==> src/rtl/text_screen_pkg.sv <==
// Shared state encoding and character constants for the text screen writer.
// Latency and backpressure: not applicable (types and constants only).
package text_screen_pkg;

    typedef enum logic [1:0] {
        IDLE  = 2'd0,
        EXEC  = 2'd1,
        CLEAR = 2'd2
    } state_t;

    localparam logic [7:0] SPACE     = 8'h20;
    localparam logic [7:0] CR        = 8'h0D;
    localparam logic [7:0] LF        = 8'h0A;
    localparam logic [7:0] BS        = 8'h08;
    localparam logic [7:0] PRINT_MIN = 8'h20;
    localparam logic [7:0] PRINT_MAX = 8'h7E;

endpackage

==> src/rtl/text_screen_writer.sv <==
// Byte stream to char-buffer/cursor/scroll writes; TEXT_SCREEN_WRITER_AUTO_WRAP_EN wraps at last column.
// Latency: writes appear in EXEC, 1 cycle after acceptance; a scroll adds COLS clear cycles.
// Backpressure: in_ready only in IDLE, so 1 byte per 2 cycles, 2+COLS for a scrolling byte.
module text_screen_writer
    import text_screen_pkg::*;
#(
    parameter int COLS      = 80,
    parameter int ROWS      = 24,
    parameter int ROW_BITS  = 5,
    parameter int COL_BITS  = 7,
    parameter int ADDR_BITS = 11
) (
    input  logic                 clk,
    input  logic                 reset,
    input  logic [7:0]           in_data,
    input  logic                 in_valid,
    output logic                 in_ready,
    output logic [7:0]           new_char,
    output logic [ADDR_BITS-1:0] new_char_address,
    output logic                 new_char_wen,
    output logic [ADDR_BITS-1:0] new_first_char,
    output logic                 new_first_char_wen,
    output logic [COL_BITS-1:0]  new_cursor_x,
    output logic [ROW_BITS-1:0]  new_cursor_y,
    output logic                 new_cursor_wen
);

    localparam int AW1 = ADDR_BITS + 1;
    localparam logic [AW1-1:0]      SCREEN = AW1'(COLS * ROWS);
    localparam logic [AW1-1:0]      COLS_A = AW1'(COLS);
    localparam logic [COL_BITS-1:0] X_MAX  = COL_BITS'(COLS - 1);
    localparam logic [ROW_BITS-1:0] Y_MAX  = ROW_BITS'(ROWS - 1);

    // Both operands are below SCREEN, so one conditional subtract is enough.
    function automatic logic [ADDR_BITS-1:0] wrap_add(input logic [ADDR_BITS-1:0] a,
                                                       input logic [AW1-1:0] b);
        logic [AW1-1:0] s;
        s = {1'b0, a} + b;
        if (s >= SCREEN) s = s - SCREEN;
        return s[ADDR_BITS-1:0];
    endfunction

    state_t                state, state_nxt;
    logic [COL_BITS-1:0]   x, x_nxt, clr_col, clr_nxt;
    logic [ROW_BITS-1:0]   y, y_nxt;
    logic [ADDR_BITS-1:0]  first_char, fc_nxt;
    logic [ADDR_BITS-1:0]  row_base, rb_nxt;   // first_char + y*COLS, kept incrementally
    logic [7:0]            byte_q;
    logic                  do_lf;
    logic                  cursor_evt;

    always_ff @(posedge clk or posedge reset) begin
        if (reset) begin
            state      <= IDLE;
            x          <= '0;
            y          <= '0;
            first_char <= '0;
            row_base   <= '0;
            clr_col    <= '0;
            byte_q     <= '0;
        end else begin
            state      <= state_nxt;
            x          <= x_nxt;
            y          <= y_nxt;
            first_char <= fc_nxt;
            row_base   <= rb_nxt;
            clr_col    <= clr_nxt;
            if (in_valid && in_ready) byte_q <= in_data;
        end
    end

    always_comb begin
        state_nxt          = state;
        x_nxt              = x;
        y_nxt              = y;
        fc_nxt             = first_char;
        rb_nxt             = row_base;
        clr_nxt            = clr_col;
        do_lf              = 1'b0;
        cursor_evt         = 1'b0;
        in_ready           = 1'b0;
        new_char           = '0;
        new_char_address   = '0;
        new_char_wen       = 1'b0;
        new_first_char     = '0;
        new_first_char_wen = 1'b0;
        new_cursor_x       = '0;
        new_cursor_y       = '0;
        new_cursor_wen     = 1'b0;

        case (state)
            IDLE: begin
                in_ready = !reset;
                if (in_valid && !reset) state_nxt = EXEC;
            end
            EXEC: begin
                state_nxt = IDLE;
                if (byte_q >= PRINT_MIN && byte_q <= PRINT_MAX) begin
                    new_char         = byte_q;
                    new_char_address = wrap_add(row_base, AW1'(x));
                    new_char_wen     = 1'b1;
                    cursor_evt       = 1'b1;
                    if (x < X_MAX) begin
                        x_nxt = x + 1'b1;
                    end else begin
`ifdef TEXT_SCREEN_WRITER_AUTO_WRAP_EN
                        x_nxt = '0;
                        do_lf = 1'b1;
`else
                        x_nxt = X_MAX;
`endif
                    end
                end else if (byte_q == CR) begin
                    x_nxt      = '0;
                    cursor_evt = 1'b1;
                end else if (byte_q == LF) begin
                    do_lf      = 1'b1;
                    cursor_evt = 1'b1;
                end else if (byte_q == BS) begin
                    if (x != '0) x_nxt = x - 1'b1;
                    cursor_evt = 1'b1;
                end

                if (do_lf) begin
                    // On a scroll the old top row becomes the new bottom row.
                    rb_nxt = wrap_add(row_base, COLS_A);
                    if (y < Y_MAX) begin
                        y_nxt = y + 1'b1;
                    end else begin
                        fc_nxt             = wrap_add(first_char, COLS_A);
                        new_first_char     = fc_nxt;
                        new_first_char_wen = 1'b1;
                        clr_nxt            = '0;
                        state_nxt          = CLEAR;
                    end
                end

                if (cursor_evt) begin
                    new_cursor_x   = x_nxt;
                    new_cursor_y   = y_nxt;
                    new_cursor_wen = 1'b1;
                end
            end
            CLEAR: begin
                new_char         = SPACE;
                new_char_address = wrap_add(row_base, AW1'(clr_col));
                new_char_wen     = 1'b1;
                clr_nxt          = clr_col + 1'b1;
                if (clr_col == X_MAX) state_nxt = IDLE;
            end
            default: state_nxt = IDLE;
        endcase
    end

endmodule
==> config.mk <==
export PLATFORM = sky130hd
export DESIGN_NAME = text_screen_writer
export DESIGN_NICKNAME = d
export VERILOG_FILES = /design/src/rtl/text_screen_pkg.sv /design/src/rtl/text_screen_writer.sv
export SDC_FILE = /design/constraint.sdc
export NUM_CORES = 1
export LEC_CHECK = 0
export ABC_AREA = 1
export BUFFER_PORTS_ARGS = -buffer_cell sky130_fd_sc_hd__buf_2
export CAP_MARGIN = 10
export CELL_PAD_IN_SITES_DETAIL_PLACEMENT = 1
export CELL_PAD_IN_SITES_GLOBAL_PLACEMENT = 1
export CORE_AREA = 2 2 83 117
export DETAILED_ROUTE_END_ITERATION = 10
export DIE_AREA = 0 0 85 119
export PLACE_DENSITY_LB_ADDON = 0.1
export RECOVER_POWER = 100
export SLEW_MARGIN = 20
export SYNTH_ARGS = -nofsm -noshare
export SYNTH_HDL_FRONTEND = slang
export SYNTH_SLANG_ARGS = --single-unit
==> constraint.sdc <==
create_clock -name clk -period 2.85 [get_ports clk]
set_clock_uncertainty 0.1 [all_clocks]
set_input_delay 0.4275 -clock clk [delete_from_list [all_inputs] [get_ports clk]]
set_output_delay 0.4275 -clock clk [all_outputs]
set_load 0.05 [all_outputs]
== Word-level counts from Yosys, hierarchy flattened ==
Index checks and enable logic that the tools add are counted.

* Bits in registers: 51
* Bits of input ports: 11
* Output and inout bits: 46
* Logic and storage cells: 97

* Add/sub/neg operators: 12
* $lt $le $gt $ge: 8
* Eq/ne operators: 10
* Muxes and demuxes: 48
* Bitwise gates (word level): 1
* Reduce and logical (&&, ||, !) cells: 11

{| class="wikitable"
|+ Operators by type and width
! cell !! number
|-
| $mux W11 || 8
|-
| $mux W7 || 10
|-
| $ge A12 B11 Y1 const B || 4
|-
| $sub A11 B11 Y11 const B || 4
|-
| $add A11 B7 Y12 || 2
|-
| $add A11 B7 Y12 const B || 2
|-
| $eq A8 B4 Y1 const B || 3
|-
| $pmux W11 S2 || 1
|-
| $mux W5 || 4
|-
| $mux W1 || 16
|-
| $pmux W8 S2 || 1
|-
| $add A7 B1 Y7 const B || 2
|-
| $pmux W7 S2 || 1
|-
| $ge A8 B6 Y1 const B || 1
|-
| $le A8 B7 Y1 const B || 1
|-
| $mux W2 || 4
|-
| $mux W8 || 1
|-
| $ne A2 B2 Y1 const B || 4
|-
| $eq A7 B7 Y1 const B || 1
|-
| $lt A7 B7 Y1 const B || 1
|-
| $reduce_bool A7 Y1 || 1
|-
| $sub A7 B1 Y7 const B || 1
|-
| $pmux W2 S3 || 1
|-
| $reduce_and A3 Y1 || 2
|-
| 11 further kinds || 14
|}

== Logic depth before layout (Yosys ltp) ==
Gate-level depths: netlist of run 1.

* Depth in word-level cells: 8
* Mapped depth: 16
* Gate-level depth less buffers: 16

== Worst setup path before layout of run 1 ==
No wires, ideal clock.

* Path type: register to output
* From: register row_base[4]
* To: output new_char_address[8]
* Data arrival time: 2.607 ns
* Required time: 2.322 ns
* Slack: -0.285 ns
* Stages on the path, launching flop included: 15
* Path buffers: 0
* Path through: dfrtp_1 ha_1 inv_1 fa_1 inv_1 nand3_1 nand2_1 nand2_1 nand2_1 inv_1 ha_1 inv_1 nand2_1 nand3_1 a21oi_1

* Longest elaborated chain between the ends: 5
* Elaborated cells on any way between the ends: 10
* Classes of those cells: add/sub: 4; order compare: 2; mux: 4

{| class="wikitable"
|+ RTL lines
! item !! line !! text
|-
| start, declared || text_screen_writer.sv:47 || <nowiki>logic [ADDR_BITS-1:0] row_base, rb_nxt;</nowiki>
|-
| start signal, assigned || text_screen_writer.sv:66 || <nowiki>row_base <= rb_nxt;</nowiki>
|-
| $add A11 B7 Y12 || text_screen_writer.sv:38 || <nowiki>s = {1'b0, a} + b;</nowiki>
|-
| $sub A11 B11 Y11 or $ge A12 B11 Y1 (tied branches) || text_screen_writer.sv:39 || <nowiki>if (s >= SCREEN) s = s - SCREEN;</nowiki>
|-
| $mux W11 || text_screen_writer.sv:39 ||
|-
| $mux W11 || text_screen_writer.sv:98 || <nowiki>if (byte_q >= PRINT_MIN && byte_q <= PRINT_MAX) begin</nowiki>
|-
| $pmux W11 S2 (*) || text_screen_writer.sv:91 || <nowiki>case (state)</nowiki>
|-
| end, declared || text_screen_writer.sv:19 || <nowiki>output logic [ADDR_BITS-1:0] new_char_address,</nowiki>
|}

Every way passes the cells marked *; elsewhere a longest branch is shown, timed or not.

== Final worst setup path of run 1 ==
* From: register row_base[4]
* To: output new_char_address[9]

The elaborated chain is that of the path after synthesis.

==> impl_metrics.ini, run 1 <==
[critical_path]
cp_top_family = adder cells
crit_arrival_ps = 2420
slowest_delay_ps = 390
crit_slowest_cell = dfrtp_1
crit_path_start_kind = register
crit_path_end_kind = output pin
critPathBufInv = 6
cp_max_fo = 3
worst_path_most_repeated_cell = inv_2
rrSetupSlack_ps = 200
required_ps = 2320
crit_chain = ha_2, inv_2, fa_2, inv_2, nand3_2, nand3_2, nand2_2, inv_2, ha_4, inv_2, o21bai_1, nand2_1, inv_1, nand2_2, a21oi_2, buf_6
worst-setup-path-type = register to output pin

[power]
power_density_nw_per_um2 = 480.2
power.leakage_nw = 2.198
seqPwrFrac = 0.361
vdd_drop_max_uv = 314.2
p_sw_mw = 0.8601
p_comb_frac = 0.350
switching_share = 0.4066
pwr-share-clk = 0.289
p_int_mw = 1.256

[global_routing]
grt_max_degree = 44
overflow = 0
grt_pass1_vias = 3917
grt_pass1_wl_um = 18470
gr-usage-all-layers = 0.2272
antenna_found_initial = 0

[cts]
clk_latency_ps = 290
cts_sinks = 43
cts_tree = done
htree_levels = 2
cts_made_buffers = 5
cts_root_buffer = clkbuf_16
cts_max_path_buffers = 2
clk_pin_slew_worst_paths_ps = 60

[die]
core_um2 = 9196
rows = 42
dieArea_um2 = 10120
die_w_um = 85
start_util = 0.3932
die_y_um = 119
ios = 57

[place]
place_congestion = 0.8534
dp.cells = 679
io_buffers = 51
hpwl_um = 8605

[yosys]
netlist_area_um2 = 3616
synth_edf_count = 0
synth.distinct_cells = 46
syn_inst = 516
synth-seq-area-share = 0.2976
yosys_register_bits = 43
synth_ff_type = dfrtp_1
ys_async_sr_fraction = 1.000
avgSynthCellArea_um2 = 7.008
yosys_warnings = 0

[timing]
slew_headroom = 0.2487
maxSlewViolCount = 0
final.setup.worst_slack_ps = -99.85
tightest_slew_ps = 1127
fmax_ghz = 0.3390
hold_slack_ps = 269.4
setup_viol = 4
layout_worst_path_cycle_share = 1.035
period_minus_slack_ps = 2950
rsz0062_at_grt = yes
finalHoldViolations = 0

[cells_and_area]
diodes = 0
final_cell_mix = 101 x nand2_1, 58 x inv_1, 47 x nor2_1
syn2layout_area_growth_pct = 21.83
fin_util = 0.4790
drive_gt1_frac = 0.2419
mostFrequentLayoutCell = nand2_1
fin_cells = 693
nNetsFinal = 617
nFillCells = 1203

[status]
violations = setup timing
run_status = finished, violations left

[drt]
wl_um = 11040
first_pass_iters = 6
first_iter_violations = 77
antenna_left = 0
vias = 3695
routedWlPerCell_um = 15.92
vias_per_cell = 5.332
drc = 0

[hold_path]
hp-class = input pin to register

[flow_run]
max-cap-violations = 0
kinds of logic after synthesis:
group,synth area share
and+or+nand+nor,0.3121
xor gates and xnor gates,0.06021
muxes,0.008996
AOI/OAI and AO/OA,0.1308
other,0.001037
adders and majority gates,0.08720
DFF,0.2976
buffers and inverters,0.1021
sequential cells by signal (all words and copies together) (netlist names):
register    cells
byte_q          8
clr_col         7
y               5
row_base        7
first_char      7
state           2
x               7
power groups by stage:
stage | combinational [mW] | sequential, mW | clock [mW]
2_1_floorplan | 0.532 | 0.736 | 0
3_3_place_gp | 0.686 | 0.767 | 0
3_5_place_dp | 0.709 | 0.770 | 0
4_1_cts | 0.728 | 0.760 | 0.628
5_1_grt | 0.821 | 0.774 | 0.655
6_report | 0.740 | 0.763 | 0.612
worst paths after layout:
check                       startpoint             endpoint  cells past startpoint
min in group asynchronous        reset           clr_col[3]                      3
setup / recovery           row_base[4]  new_char_address[9]                     16
hold reg to reg                   y[3]                 y[3]                      2
setup reg to reg             byte_q[1]           clr_col[4]                      9
max in group asynchronous        reset          row_base[6]                      3
hold / removal              in_data[7]            byte_q[7]                      2
area by class of cell:
cell class	instances	area [um^2]	share of cell area
Multi-Input combinational cell	389	2330	0.5288
Inverter	72	272.8	0.06191
Clock buffer	8	156.4	0.03550
Tap cell	110	137.6	0.03124
Sequential cell	43	1077	0.2445
Timing Repair Buffer	71	431.7	0.09798
metal layers:
metal  up-vias  track usage  routed length (um)
met2        76       0.4219                6043
li1       1798            -                   -
met1      1793       0.2476                4217
met5         -            0                   0
met3        28      0.02841                 319
met4         0       0.1121                 456
worst register-to-register path, stage by stage (launching register included):
cell     delay, ps
dfrtp_1        410
inv_1          120
nor3_1         340
nand2_4        130
nor2_1         690
nand2_4        210
o21ai_4        210
nand2_1        110
o21ai_0        160
a21oi_1         60
synthesized netlist by cell type, types with 2 or more instances:
cell,instances,area [um^2]
nor2_1,50,187.7
nor4_1,2,12.51
nand2_4,2,22.52
nor3_1,11,55.05
nand3b_1,3,22.52
ha_1,22,275.3
dfrtp_1,43,1076
a21oi_1,31,155.2
nand3_1,48,240.2
fa_1,2,40.04
o21ai_1,2,10.01
buf_2,4,20.02
or2_2,2,12.51
o21bai_1,2,15.01
xor2_1,18,157.7
buf_4,6,45.04
mux2_2,2,22.52
nand2_1,113,424.2
o21ai_0,33,165.2
inv_1,66,247.7
a21oi_2,2,17.52
xnor2_1,5,43.79
nor2_2,4,25.02
inv_2,5,18.77
clkbuf_1,5,18.77
o211ai_1,5,37.54
nand4_1,9,56.30
repair_timing:
item                                    4_1_cts  5_1_grt
setup buffers                                 3        3
pin swaps                                    11       14
hold buffers                                  0        0
endpoints found under the hold margin         0        0
gates resized for setup                      38       34
endpoints found under the setup margin        8       22
through the flow:
step                TNS [ps]  total power [mW]  cell area, um^2  setup WS (ps)
finish                -319.9             2.116             4405         -99.85
global route           -2827             2.250             4405         -253.2
CTS                   -428.1             2.116             4355         -122.3
detailed placement    -82.67             1.479             4049         -54.70
global placement           0             1.453             4049          74.01
floorplan                  0             1.269             3650          4.421
No activity file was read; power rests on OpenSTA's default activity.
==> run 2: changes to the inputs <==
--- a/constraint.sdc
+++ b/constraint.sdc
@@ -3,3 +3,3 @@
 set_input_delay 0.4275 -clock clk [delete_from_list [all_inputs] [get_ports clk]]
 set_output_delay 0.4275 -clock clk [all_outputs]
-set_load 0.05 [all_outputs]
+set_load 0.005 [all_outputs]
==> run 2 against run 1 <==
  * The run still ends with setup timing left
  * Worst hold slack got worse by 6.2 ps
  * Wire length grew 0.55%
  * First-iteration DRC count shrank 9.1%
  * Cell count decreased by 0.72%
  * Register-to-register slack worse by 100 ps
  * Total power decreased by 3.1%
  * Sequential share of layout area up 0.37 points
  * Critical path depth decreased by 1
  * Die area unchanged
  * Fmax grew 2.9%
  * Sequential cell count unchanged
  * Largest cell class unchanged
  * Largest power group unchanged
==> impl_metrics.ini, run 2 (synthesis gave the netlist of run 1 again) <==
[status]
run_status = finished, violations left
violations = setup timing

[power]
power.leakage_nw = 2.229
p_sw_mw = 0.7405
switching_share = 0.3613
p_int_mw = 1.309
p_comb_frac = 0.287
power_mw = 2.050
pwr-share-clk = 0.338
vdd_drop_max_uv = 319.1
power_density_nw_per_um2 = 471.3
seqPwrFrac = 0.375

[cells_and_area]
nNetsFinal = 612
nFillCells = 1203
diodes = 0
drive_gt1_frac = 0.2353
fin_util = 0.4729
syn2layout_area_growth_pct = 20.28
mostFrequentLayoutCell = nand2_1
regMostFlops = byte_q
final_cell_mix = 102 x nand2_1, 61 x inv_1, 50 x nor2_1, 50 x buf_2, 40 x dfrtp_1
seq_area_um2 = 1080
fin_cells = 688
largest_register_ffs = 8
multi_input_area_um2 = 2326
final_area_um2 = 4349

[drt]
drc = 0
first_pass_iters = 4
antenna_left = 0
vias_per_cell = 5.334
wl_um = 11100
first_iter_violations = 70
routedWlPerCell_um = 16.13
vias = 3670

[die]
dieArea_um2 = 10120
rows = 42
core_um2 = 9196
die_y_um = 119
start_util = 0.3932
die_w_um = 85
ios = 57

[global_routing]
grt_max_degree = 44
gr-usage-all-layers = 0.2267
overflow = 0
grt_pass1_wl_um = 18460
antenna_found_initial = 0
grt_pass1_vias = 3942

[cts]
htree_levels = 2
cts_made_buffers = 5
clk_latency_ps = 300
cts_tree = done
clk_pin_slew_worst_paths_ps = 60
cts_max_path_buffers = 2
cts_root_buffer = clkbuf_16
cts_sinks = 43

[critical_path]
rr_startpoint = state[1]
ff2ff_path_depth = 10
cp_max_fo = 3
crit_path_end_kind = output pin
crit_arrival_ps = 2340
crit_path_start_kind = register
worst-setup-path-type = register to output pin
startpoint = row_base[4]
required_ps = 2320

[place]
dp_slack_ps = 24.51
place_congestion = 0.8780
place_area_um2 = 4000
io_buffers = 51
dp.cells = 675
hpwl_um = 8611

[timing]
tightest_slew_ps = 1179
final.setup.worst_slack_ps = -17.87
rsz0062_at_grt = yes
maxSlewViolCount = 0
slew_headroom = 0.2139
finalHoldViolations = 0
setup_viol = 2
period_minus_slack_ps = 2868
hold_slack_ps = 263.2
fmax_ghz = 0.3487
layout_worst_path_cycle_share = 1.006
final.setup.tns_ps = -27.62

[hold_path]
hp-class = input pin to register
hp-start = in_data[3]
holdPathStages = 2

[flow_run]
max-cap-violations = 0
run 2: changes by cell type in the layout (fill, tap and decap cells not counted), sizes merged:
| cell | delta |
|---|---|
| clkbuf | -27 |
| buf | +20 |
| clkinv | +1 |
| bufinv | +1 |
run 2: power groups by stage:
stage / clock [mW] / sequential, mW / combinational (mW)
6_report: 0.692 / 0.769 / 0.588
5_1_grt: 0.728 / 0.778 / 0.666
4_1_cts: 0.704 / 0.767 / 0.595
3_5_place_dp: 0 / 0.777 / 0.585
3_3_place_gp: 0 / 0.772 / 0.567
2_1_floorplan: 0 / 0.736 / 0.416
run 2: timing repair:
item | 4_1_cts | 5_1_grt
resized for setup | 24 | 27
hold buffers | 0 | 0
setup buffers | 3 | 2
setup endpoints to repair | 4 | 10
pin swaps | 9 | 11
run 2: area by class of cell:
cell class | count | share of cell area
multi-input cells | 389 | 0.5348
flip-flops and latches | 43 | 0.2483
repair buffers | 66 | 0.08314
inverters | 72 | 0.06214
clock buffers | 6 | 0.03193
well taps | 110 | 0.03165
clock inverters | 2 | 0.008055
run 2: worst max-delay path, cell delays in order (launching register included):
cell and delay [ps]:
dfrtp_2 420, ha_4 150, inv_2 40, fa_2 350
inv_2 60, nand3_2 70, nand2_2 110, nand2_2 60
nand2_2 90, inv_2 50, ha_4 250, inv_2 30
nand2_2 50, nand3_2 60, a21oi_2 130, buf_2 120
run 2: path summary, 6_finish.rpt:
check,endpoint,slack (ps)
setup / recovery,new_char_address[8],-20
hold / removal,byte_q[3],260
setup reg to reg,clr_col[3],100
hold reg to reg,y[3],420
max in group asynchronous,row_base[6],1420
min in group asynchronous,clr_col[0],430
run 2: routing by layer:
metal,GRT usage,up-vias,share of wire
met4,0.08929,0,0.027
li1,-,1787,-
met1,0.2368,1795,0.39
met2,0.4463,67,0.56
met3,0.02426,21,0.024
met5,0,-,0
